## src/rtl/multicycle_ctrl.sv

```systemverilog
// rtl/multicycle_ctrl.sv - multicycle datapath controller for a MIPS-lite subset
module multicycle_ctrl #(
  parameter int OPW = 6
) (
  input  logic           clk,
  input  logic           rst,
  input  logic [OPW-1:0] opcode,
  input  logic [OPW-1:0] funct,
  input  logic           zero,
  input  logic           mem_ready,
  output logic           pc_ld,
  output logic           ir_ld,
  output logic           mdr_ld,
  output logic           a_ld,
  output logic           b_ld,
  output logic           aluout_ld,
  output logic           mem_read,
  output logic           mem_write,
  output logic           iord,
  output logic           reg_write,
  output logic           reg_dst,
  output logic           mem_to_reg,
  output logic           alu_src_a,
  output logic [1:0]     alu_src_b,
  output logic [2:0]     alu_ctl,
  output logic [1:0]     pc_src,
  output logic           instr_done,
  output logic           illegal
);

  localparam logic [OPW-1:0] OP_RTYPE = OPW'(6'b000000);
  localparam logic [OPW-1:0] OP_LW    = OPW'(6'b100011);
  localparam logic [OPW-1:0] OP_SW    = OPW'(6'b101011);
  localparam logic [OPW-1:0] OP_BEQ   = OPW'(6'b000100);
  localparam logic [OPW-1:0] OP_J     = OPW'(6'b000010);
  localparam logic [OPW-1:0] OP_ADDI  = OPW'(6'b001000);

  localparam logic [OPW-1:0] FN_ADD = OPW'(6'b100000);
  localparam logic [OPW-1:0] FN_SUB = OPW'(6'b100010);
  localparam logic [OPW-1:0] FN_AND = OPW'(6'b100100);
  localparam logic [OPW-1:0] FN_OR  = OPW'(6'b100101);
  localparam logic [OPW-1:0] FN_SLT = OPW'(6'b101010);

  typedef enum logic [3:0] {
    S_RST, S_FETCH, S_DECODE, S_MEMADR, S_MEMRD, S_MEMWB, S_MEMWR,
    S_RTEXE, S_RTWB, S_IEXE, S_IWB, S_BEQ, S_JMP
  } state_t;

  state_t state, state_nx;

  // State register; reset drops straight into RST so every strobe clears at once
  always_ff @(posedge clk or negedge rst) begin
    if (!rst) state <= S_RST;
    else      state <= state_nx;
  end

  // Next-state and per-state control outputs
  always_comb begin
    state_nx   = state;
    pc_ld      = 1'b0;
    ir_ld      = 1'b0;
    mdr_ld     = 1'b0;
    a_ld       = 1'b0;
    b_ld       = 1'b0;
    aluout_ld  = 1'b0;
    mem_read   = 1'b0;
    mem_write  = 1'b0;
    iord       = 1'b0;
    reg_write  = 1'b0;
    reg_dst    = 1'b0;
    mem_to_reg = 1'b0;
    alu_src_a  = 1'b0;
    alu_src_b  = 2'b00;
    alu_ctl    = 3'b010;
    pc_src     = 2'b00;
    instr_done = 1'b0;
    illegal    = 1'b0;

    case (state)
      S_RST: begin
        alu_ctl  = 3'b000;
        state_nx = S_FETCH;
      end
      S_FETCH: begin
        mem_read  = 1'b1;
        alu_src_b = 2'b01;
        if (mem_ready) begin
          ir_ld    = 1'b1;
          pc_ld    = 1'b1;
          state_nx = S_DECODE;
        end
      end
      S_DECODE: begin
        // Branch target is precomputed here while the opcode is dispatched
        a_ld      = 1'b1;
        b_ld      = 1'b1;
        aluout_ld = 1'b1;
        alu_src_b = 2'b11;
        case (opcode)
          OP_LW, OP_SW: state_nx = S_MEMADR;
          OP_RTYPE:     state_nx = S_RTEXE;
          OP_BEQ:       state_nx = S_BEQ;
          OP_J:         state_nx = S_JMP;
          OP_ADDI:      state_nx = S_IEXE;
          default: begin
            illegal    = 1'b1;
            instr_done = 1'b1;
            state_nx   = S_FETCH;
          end
        endcase
      end
      S_MEMADR: begin
        alu_src_a = 1'b1;
        alu_src_b = 2'b10;
        aluout_ld = 1'b1;
        state_nx  = (opcode == OP_SW) ? S_MEMWR : S_MEMRD;
      end
      S_MEMRD: begin
        mem_read = 1'b1;
        iord     = 1'b1;
        if (mem_ready) begin
          mdr_ld   = 1'b1;
          state_nx = S_MEMWB;
        end
      end
      S_MEMWB: begin
        reg_write  = 1'b1;
        mem_to_reg = 1'b1;
        instr_done = 1'b1;
        state_nx   = S_FETCH;
      end
      S_MEMWR: begin
        mem_write = 1'b1;
        iord      = 1'b1;
        if (mem_ready) begin
          instr_done = 1'b1;
          state_nx   = S_FETCH;
        end
      end
      S_RTEXE: begin
        alu_src_a = 1'b1;
        aluout_ld = 1'b1;
        state_nx  = S_RTWB;
        case (funct)
          FN_ADD: alu_ctl = 3'b010;
          FN_SUB: alu_ctl = 3'b110;
          FN_AND: alu_ctl = 3'b000;
          FN_OR:  alu_ctl = 3'b001;
          FN_SLT: alu_ctl = 3'b111;
          default: begin
            aluout_ld  = 1'b0;
            illegal    = 1'b1;
            instr_done = 1'b1;
            state_nx   = S_FETCH;
          end
        endcase
      end
      S_RTWB: begin
        reg_write  = 1'b1;
        reg_dst    = 1'b1;
        instr_done = 1'b1;
        state_nx   = S_FETCH;
      end
      S_IEXE: begin
        alu_src_a = 1'b1;
        alu_src_b = 2'b10;
        aluout_ld = 1'b1;
        state_nx  = S_IWB;
      end
      S_IWB: begin
        reg_write  = 1'b1;
        instr_done = 1'b1;
        state_nx   = S_FETCH;
      end
      S_BEQ: begin
        alu_src_a  = 1'b1;
        alu_ctl    = 3'b110;
        pc_src     = 2'b01;
        pc_ld      = zero;
        instr_done = 1'b1;
        state_nx   = S_FETCH;
      end
      S_JMP: begin
        pc_src     = 2'b10;
        pc_ld      = 1'b1;
        instr_done = 1'b1;
        state_nx   = S_FETCH;
      end
      default: state_nx = S_RST;
    endcase
  end

endmodule

```

## config.mk

```make
export PLATFORM = sky130hd
export DESIGN_NAME = multicycle_ctrl
export DESIGN_NICKNAME = d
export VERILOG_FILES = /design/src/rtl/multicycle_ctrl.sv
export SDC_FILE = /design/constraint.sdc
export NUM_CORES = 1
export LEC_CHECK = 0
export BUFFER_PORTS_ARGS = -buffer_cell sky130_fd_sc_hd__buf_2
export CAP_MARGIN = 5
export CORE_MARGIN = 4
export CORE_UTILIZATION = 41
export CTS_BUF_LIST = sky130_fd_sc_hd__clkbuf_4 sky130_fd_sc_hd__clkbuf_8
export DETAILED_ROUTE_END_ITERATION = 16
export GPL_TIMING_DRIVEN = 0
export PLACE_DENSITY = 0.71
export SLEW_MARGIN = 40
export SYNTH_ARGS = -nofsm -noshare
export SYNTH_HDL_FRONTEND = slang
export SYNTH_SLANG_ARGS = --single-unit
```

## constraint.sdc

```tcl
create_clock -name clk -period 1.4 [get_ports clk]
set_clock_uncertainty 0.1 [all_clocks]
set_input_delay 0.14 -clock clk [delete_from_list [all_inputs] [get_ports clk]]
set_output_delay 0.14 -clock clk [all_outputs]
set_load 0.02 [all_outputs]
```

# Word-level counts from Yosys, hierarchy flattened
# Index checks and enable logic that the tools add are counted.
[classes] eq_ne=25 n_reduce_logical=14 muxes=29
[ops] op="$eq 6x6->1 const B" count=7
[ops] op="$pmux 4 s8" count=1
[ops] op="$eq 4x4->1 const B" count=5
[ops] op="$pmux 4 s5" count=1
[ops] op="$eq 4x3->1 const B" count=4
[ops] op="$mux 4" count=4
[ops] op="$mux 1" count=14
[ops] op="$pmux 3 s4" count=1
[ops] op="$reduce_or 6->1" count=2
[ops] op="$reduce_or 5->1" count=2
[ops] op="$pmux 3 s3" count=1
[ops] op="$eq 4x2->1 const B" count=2
[ops] op="$reduce_or 2->1" count=4
[ops] op="$eq 6x2->1 const B" count=1
[ops] op="$eq 6x3->1 const B" count=1
[ops] op="$eq 6x4->1 const B" count=1
[ops] op="$logic_not 6->1" count=1
[ops] op="$ne 2x2->1 const B" count=3
[ops] op="$pmux 2 s3" count=1
[ops] op="$reduce_or 3->1" count=2
[ops] op="$eq 4x1->1 const B" count=1
[ops] op="$logic_not 4->1" count=1
[ops] op="$pmux 1 s2" count=2
[ops] op="$pmux 1 s4" count=1
[ops] op="5 further kinds" count=5
[word_totals] output_inout_bits=22 word_cells=69 inputBits=16 reg_bits=4

# Longest topological paths before layout
# Gate-level depths: netlist of run 1.
[depth] ltp_word=4 ltp_mapped=5 depth_no_buf=4

# Worst setup path before layout of run 1
# OpenSTA, ideal clock, no wires.
[synth_path] kind="reg-to-output" from="reg state[1]" to="out pc_ld" path_buffers=1 path_slack_ns=-0.313 t_required_ns=1.160 path_stages_with_launch=5 t_arrival_ns=1.473 path_cell_list="dfrtp_1 > buf_4 > nand2b_4 > nor4b_2 > a211o_1"
[synth_via] elab_chain_cells=2 elab_cells_between_ends=4
[synth_lines] item="from (decl)" line="49" rtl="state_t state, state_nx;"
[synth_lines] item="from (signal assigned)" line="54" rtl="else state <= state_nx;"
[synth_lines] item="$eq 4x4->1 / $eq 4x1->1 (equally long branches)" line="79" rtl="case (state)"
[synth_lines] item="$pmux 1 s3 *" line="79"
[synth_lines] item="to (decl)" line="11" rtl="output logic pc_ld,"
# Mark *: on every way between the ends. The rest lies on a longest branch, timed or not.

# Final worst setup path of run 1
# Ends and elaborated chain as after synthesis.

==> reports/metrics.csv, run 1 <==
stage,metric,value,unit
status,run status,finished with violations,
status,failing checks,negative setup slack,
layout,"flip-flop count of the largest register, all copies and words added",4,
synthesis,"basic-gate share of the synthesized area counting and, or, nand and nor cells",42.22,%
layout,share of the core filled with cells,82.27,%
synthesis,complex-gate fraction of the synthesized area,32.48,%
pwr,Total Power Consumption,0.002596,W
floorplan,row count,15,
floorplan,Die Y,50.25,µm
place,gp weighted congestion,0.8013,
synthesis,"arithmetic-cell share of the synthesized area counting full adders, half adders and majority gates",0,%
grt,aggregate global-route resource usage,21.43,%
floorplan,floorplan core area,1708,µm²
pwr,worst vdd ir,0.9725,mV
routing,Post-Route WL,2.963,mm
clock_tree,CTS tree,built,
clock_tree,Sink Count,4,
synthesis,mean instance size in the synthesized netlist,7.625,µm²
floorplan,total I/O pin count,38,
critical_path,Critical Path Fanout Max,10,
sta,Finish-stage setup viols,23,
layout,fill count,111,
pwr,Static Leak,0.6118,nW
synthesis,count of flip-flops with a built-in enable after synthesis,0,
critical_path,cell type group with the largest total delay on the critical path,simple AND/OR/NAND/NOR gates,
place,I/O Buffers,37,
grt,via count of the first global-routing pass,927,
routing,vias per cell,5.800,
layout,area growth from synthesis to layout,91.97,%
min_path,class of the tightest hold or removal check,in -> async,
sta,worst relative slew slack,71.07,%
floorplan,Die Area,2525,µm²
sta,final number of hold-violating endpoints,0,
critical_path,arrival time worst endpoint,1470,ps
sta,Max Transition Viols Final,0,
synthesis,Yosys Warn Count,0,
sta,unrepaired setup endpoints after global routing,true,
clock_tree,clock network latency to the later pin of the worst-skew pair,240,ps
critical_path,"Top cell by count, worst path",sky130_fd_sc_hd__buf_6,
critical_path,worst reg2reg path startpoint,state[3],
synthesis,post-synthesis xor/xnor area fraction,2.393,%
synthesis,share of flip-flops with an asynchronous set or reset after synthesis,100.0,%
sta,fin crit share,122.2,%
floorplan,width of the die,50.25,µm
pwr,PD cells,1847,nW/µm²
routing,DR WL/cell,16.93,µm
critical_path,critical path capture point type,output pin,
critical_path,Worst Reg2Reg Path Length in Cells,6,
routing,number of nets with antenna violations after routing,0,
sta,Worst-Margin Slew,434.0,ps
sta,final critical path time including I/O delays and setup,1711,ps
grt,total congestion overflow after global routing,0,
critical_path,endpoint of the worst-slack reg-to-reg timing path,state[0],
synthesis,fraction of the yosys area taken by sequential cells,13.68,%
routing,total vias in the final route,1015,
critical_path,"Data required, critical path",1160,ps
clock_tree,clock-pin transition on the worst setup and hold timing paths,50,ps
clock_tree,deepest level of the CTS H-tree,1,
clock_tree,CTS buffer count,3,
clock_tree,Root Driver,sky130_fd_sc_hd__clkbuf_4,
critical_path,"Max stage delay cell, worst path",sky130_fd_sc_hd__dfrtp_1,
routing,drt first-iter violations,31,
job,max_cap viols,0,
layout,post-route non-filler standard cell count,175,
place,HPWL reported at the end of detailed placement,1.666,mm
synthesis,count of different cell masters after synthesis,42,
critical_path,internal reg-to-reg setup slack,-160,ps
sta,highest clock rate,584.5,MHz
layout,most flop-heavy register,state,
layout,layout cells sized above 1,64.00,%
routing,Pre-Repair DR Iteration Count,4,
clock_tree,maximum count of clock buffers along a single path,2,
synthesis,net count of the mapped netlist,112,
synthesis,synthesized cell area,732.0,µm²
grt,initial antenna violation count,0,
critical_path,Worst path depth,5,
layout,registers with the most flip-flops,state (4),
sta,final total negative setup slack,-4513,ps
critical_path,count of buffer and inverter cells on the critical path,2,
place,dpl cells,158,
synthesis,number of cells produced by synthesis,96,
critical_path,Setup Crit Path Kind,reg -> out,
grt,wire length of the first global-routing pass,4.222,mm
synthesis,mux share of post-synthesis cell area,0,%
synthesis,total of flip-flops plus latches after synthesis,4,
critical_path,"critical path, cell by cell",buf_6 > nand2b_4 > nor4b_4 > a211o_1 > buf_6,
critical_path,max incr delay on CP,360,ps
floorplan,effective utilization at floorplan,42.86,%
critical_path,Worst setup SP type,register,
place,worst setup timing slack at the placement stage,-185.0,ps
sta,setup slack after layout,-311.0,ps
layout,number of nets in the finished design,167,
layout,Antenna diodes,0,
synthesis,prevailing post-synth register cell,sky130_fd_sc_hd__dfrtp_1,
routing,Remaining DRCs,0,
synthesis,main combinational cell family by area after synthesis,simple AND/OR/NAND/NOR gates,
grt,pin count of the biggest net entering global routing,11,
synthesized netlist by cell type (2+ instances only):
master                     instances  area [µm²]
sky130_fd_sc_hd__nor2_1           11       41.29
sky130_fd_sc_hd__a21oi_1           7       35.03
sky130_fd_sc_hd__nand2_1           6       22.52
sky130_fd_sc_hd__nor3_1            5       25.02
sky130_fd_sc_hd__buf_4             4       30.03
sky130_fd_sc_hd__dfrtp_1           4       100.1
sky130_fd_sc_hd__nand2b_4          4       55.05
sky130_fd_sc_hd__o22ai_1           4       25.02
sky130_fd_sc_hd__a31oi_1           3       18.77
sky130_fd_sc_hd__and3_1            3       18.77
sky130_fd_sc_hd__buf_2             3       15.01
sky130_fd_sc_hd__inv_1             3       11.26
sky130_fd_sc_hd__nand3_1           3       15.01
sky130_fd_sc_hd__nor4_1            3       18.77
sky130_fd_sc_hd__a22oi_1           2       15.01
sky130_fd_sc_hd__nor2b_1           2       12.51
sky130_fd_sc_hd__nor3b_1           2       15.01
sky130_fd_sc_hd__o21ai_0           2       10.01
sky130_fd_sc_hd__o21ai_2           2       17.52
timing repair:
action | 4_1_cts | 5_1_grt
hold buffers | 1 | 0
gates resized for setup | 50 | 25
setup buffers | 9 | 3
setup endpoints to repair | 23 | 25
endpoints found under the hold margin | 4 | 0
pin swaps | 5 | 2
placed cells by master, fill, tap and decap left out, types with 2 or more instances in the layout:
cell and n:
sky130_fd_sc_hd__a21oi_1 6, sky130_fd_sc_hd__a22oi_1 2, sky130_fd_sc_hd__a31oi_1 2, sky130_fd_sc_hd__and3_1 2, sky130_fd_sc_hd__buf_2 16, sky130_fd_sc_hd__buf_4 14
sky130_fd_sc_hd__buf_6 27, sky130_fd_sc_hd__clkbuf_4 4, sky130_fd_sc_hd__dfrtp_1 3, sky130_fd_sc_hd__inv_1 3, sky130_fd_sc_hd__nand2_1 3, sky130_fd_sc_hd__nand2_2 2
sky130_fd_sc_hd__nand2b_4 5, sky130_fd_sc_hd__nand3_1 2, sky130_fd_sc_hd__nor2_1 7, sky130_fd_sc_hd__nor2_4 4, sky130_fd_sc_hd__nor3_1 2, sky130_fd_sc_hd__nor3_2 2
sky130_fd_sc_hd__nor3_4 2, sky130_fd_sc_hd__nor3b_1 2, sky130_fd_sc_hd__nor4_1 2, sky130_fd_sc_hd__o21ai_0 2, sky130_fd_sc_hd__o21ai_2 2, sky130_fd_sc_hd__o22ai_1 2
power by group:
| part | internal (W) | switching, W |
|---|---|---|
| clock network | 0.000127 | 0.0000535 |
| registers | 0.000154 | 0.0000182 |
| logic | 0.00100 | 0.00124 |
area by class of cell:
class                      instances  area [µm²]  area share [%]
multi-input combinational         81       732.0           52.09
timing repair buffer              50       416.7           29.65
sequential                         4       101.3           7.213
buffer                             8       82.58           5.877
tap                               25       31.28           2.226
clock buffer                       4       30.03           2.137
inverter                           3       11.26          0.8014
stage by stage:
step	hold slack, ps	cell area (µm²)
after global routing	143.4	1405
after global placement	-154.7	998.5
final	135.2	1405
after floorplan	-255.6	782.0
after CTS	145.6	1274
after detailed placement	-152.7	998.5
cell families (layout without fill, tap and decap cells):
group	count (synthesis)	after routing
buffers and inverters	11	65
XOR/XNOR	2	2
AND/OR/NAND/NOR	48	48
AO/OA/AOI/OAI	31	31
flip-flops	4	4
worst max-delay path by stage:
stage / from / end
4_1_cts: state[0] / instr_done
5_1_grt: state[0] / instr_done
3_3_place_gp: state[3] / instr_done
3_5_place_dp: state[3] / instr_done
6_report: state[1] / pc_ld
2_1_floorplan: state[1] / pc_ld
layer usage:
layer / GRT usage, % / share of wire (%) / vias up
li1: - / - / 477
met1: 25.81 / 41 / 482
met2: 37.17 / 50 / 48
met3: 4.154 / 6.6 / 8
met4: 7.834 / 2.5 / 0
met5: 0 / 0 / -
(Power assumes the default switching activity.)
==> run 2: changes to the inputs <==
- clock period: 1.4 -> 1.9 ns (I/O delays scaled with it)
==> run 2 against run 1 <==
  * The run now ends clean
  * Sequential share of layout area is 2.8 points higher
  * Critical path depth is 1 lower
  * Highest routed layer unchanged
  * Core utilization is 23 points lower
  * First-iteration DRC count is 3.2% lower
  * Power is 51% lower
  * Flip-flop and latch count stayed put
  * Via count is 12% lower
  * Critical endpoint is now instr_done
  * Die area stayed put
  * Non-clock buffer count is 11 lower
  * Setup slack better by 400 ps
  * Clock power is 44% lower
  * Design area is 28% lower
==> reports/metrics.csv, run 2 (synthesis results as in run 1) <==
stage,metric,value,unit
sta,Finish-stage setup viols,0,
layout,area growth from synthesis to layout,37.95,%
sta,fin crit share,95.52,%
layout,fill count,164,
grt,busiest metal layer after global routing,met2,
layout,number of nets in the finished design,156,
routing,Pre-Repair DR Iteration Count,4,
floorplan,Die Area,2525,µm²
pwr,switching part of the total,54.90,%
pwr,register share of total power,9.7,%
clock_tree,CTS tree,built,
pwr,internal power summed over all cells,0.0005768,W
layout,most flop-heavy register,state,
sta,Max Transition Viols Final,0,
layout,layout cells sized above 1,47.10,%
routing,total vias in the final route,893,
grt,wire length of the first global-routing pass,3.594,mm
floorplan,total I/O pin count,38,
sta,highest clock rate,551.0,MHz
pwr,worst vdd ir,0.6223,mV
sta,Worst-Margin Slew,371.7,ps
layout,most frequent standard cell in the layout excluding fill and tap cells,sky130_fd_sc_hd__buf_2,
status,run status,completed,
routing,number of nets with antenna violations after routing,0,
critical_path,worst reg2reg path startpoint,state[2],
pwr,relative contribution of the clock network to total power,7.9,%
sta,worst relative slew slack,75.22,%
grt,GR Util met3,3.561,%
job,max_cap viols,0,
critical_path,Worst setup SP type,register,
critical_path,Critical Path Fanout Max,8,
critical_path,Worst Reg2Reg Path Length in Cells,5,
critical_path,arrival time worst endpoint,1520,ps
min_path,class of the tightest hold or removal check,in -> async,
grt,pin count of the biggest net entering global routing,11,
clock_tree,Sink Count,4,
clock_tree,Root Driver,sky130_fd_sc_hd__clkbuf_4,
clock_tree,clock network latency to the later pin of the worst-skew pair,230,ps
layout,"commonest cells after routing, fill and taps aside","39 x sky130_fd_sc_hd__buf_2, 11 x sky130_fd_sc_hd__nor2_1, 7 x sky130_fd_sc_hd__a21oi_1, 6 x sky130_fd_sc_hd__nand2_1",
critical_path,"critical path, cell by cell",nand2b_4 > or3_1 > nand3_1 > buf_2,
routing,vias per cell,5.479,
place,HPWL reported at the end of detailed placement,1.661,mm
clock_tree,deepest level of the CTS H-tree,1,
pwr,Total Power Consumption,0.001279,W
floorplan,row count,15,
sta,final total negative setup slack,0,ps
grt,routing usage on met2,27.17,%
clock_tree,CTS buffer count,3,
pwr,sw power,0.0007020,W
critical_path,max incr delay on CP,470,ps
grt,aggregate global-route resource usage,17.45,%
pwr,Static Leak,0.4862,nW
pwr,PD cells,1267,nW/µm²
sta,final critical path time including I/O delays and setup,1815,ps
routing,Post-Route WL,2.089,mm
grt,initial antenna violation count,0,
layout,registers with the most flip-flops,state (4),
floorplan,Die Y,50.25,µm
clock_tree,clock-pin transition on the worst setup and hold timing paths,40,ps
routing,DR WL/cell,12.82,µm
floorplan,effective utilization at floorplan,42.86,%
place,gp weighted congestion,0.8287,
critical_path,critical path capture point type,output pin,
grt,via count of the first global-routing pass,862,
routing,Remaining DRCs,0,
floorplan,floorplan core area,1708,µm²
layout,"flip-flop count of the largest register, all copies and words added",4,
critical_path,endpoint of the worst-slack reg-to-reg timing path,state[1],
place,I/O Buffers,37,
pwr,combinational cell fraction of total power,82.4,%
critical_path,"Max stage delay cell, worst path",sky130_fd_sc_hd__dfrtp_2,
critical_path,internal reg-to-reg setup slack,520,ps
clock_tree,maximum count of clock buffers along a single path,2,
grt,total congestion overflow after global routing,0,
routing,drt first-iter violations,30,
critical_path,Setup Crit Path Kind,reg -> out,
layout,Antenna diodes,0,
grt,GR Util met1,22.02,%
critical_path,"Data required, critical path",1610,ps
floorplan,width of the die,50.25,µm
sta,final number of hold-violating endpoints,0,
## run 2: cell count changes in the layout (fill, tap and decap cells not counted), moves of 4 or more
cell | before | now
sky130_fd_sc_hd__buf_4 | 14 | 5
sky130_fd_sc_hd__nor2_1 | 7 | 11
sky130_fd_sc_hd__buf_2 | 16 | 39
sky130_fd_sc_hd__buf_6 | 27 | 1
sky130_fd_sc_hd__nor2_4 | 4 | 0
## run 2: worst max-delay path by stage
| stage | slack [ps] | depth (start not counted) | endpoint | startpoint |
|---|---|---|---|---|
| floorplan | 140 | 4 | pc_ld | state[1] |
| global placement | 290 | 4 | instr_done | state[3] |
| detailed placement | 290 | 4 | instr_done | state[3] |
| CTS | 40 | 4 | instr_done | state[3] |
| global route | -3 | 4 | instr_done | state[3] |
| finish | 90 | 4 | instr_done | state[3] |
## run 2: power by group through the flow
stage               logic (W)  registers (W)  clock network, W
finish                0.00105       0.000124          0.000101
global route          0.00116       0.000128          0.000114
CTS                   0.00102       0.000124          0.000107
detailed placement    0.00102       0.000125                 0
global placement      0.00102       0.000124                 0
floorplan            0.000750       0.000122                 0
## run 2: final cells by class
class                      instances  area [µm²]  share of cell area [%]
multi-input combinational         81       581.8                   57.62
timing repair buffer              39       202.7                   20.07
sequential                         4       101.3                   10.04
buffer                             8       58.81                   5.824
tap                               25       31.28                   3.098
clock buffer                       3       22.52                   2.230
inverter                           3       11.26                   1.115
## run 2: what timing repair did
item,CTS,global route
resized for setup,0,5
hold buffers,1,0
setup endpoints to repair,0,3
setup buffers,0,1
hold endpoints to repair,4,0
## run 2: per-layer routing
layer,vias to the layer above,part of all wire (%)
met5,-,0
li1,452,-
met2,36,48
met3,4,6.0
met1,401,44
met4,0,2.2
## run 2: worst max-delay path, delay by kind of cell, from the launching register on
kind | cells | cell delay, ps
and+or+nand+nor | 3 | 670
DFF | 1 | 470
buffers and inverters | 1 | 160
## run 2: through the flow
step                      hold slack (ps)  utilization (%)  cells  setup WS [ps]  cell area, µm²
after CTS                           182.9            57.44    162          41.02           980.9
after detailed placement           -105.2            55.53    158          292.1           948.4
final                               185.7            59.12    163          85.11            1010
after floorplan                    -205.6                -     96          136.7           732.0
after global routing                206.5            59.12    163         -3.468            1010
after global placement             -106.6            55.53    158          292.2           948.4
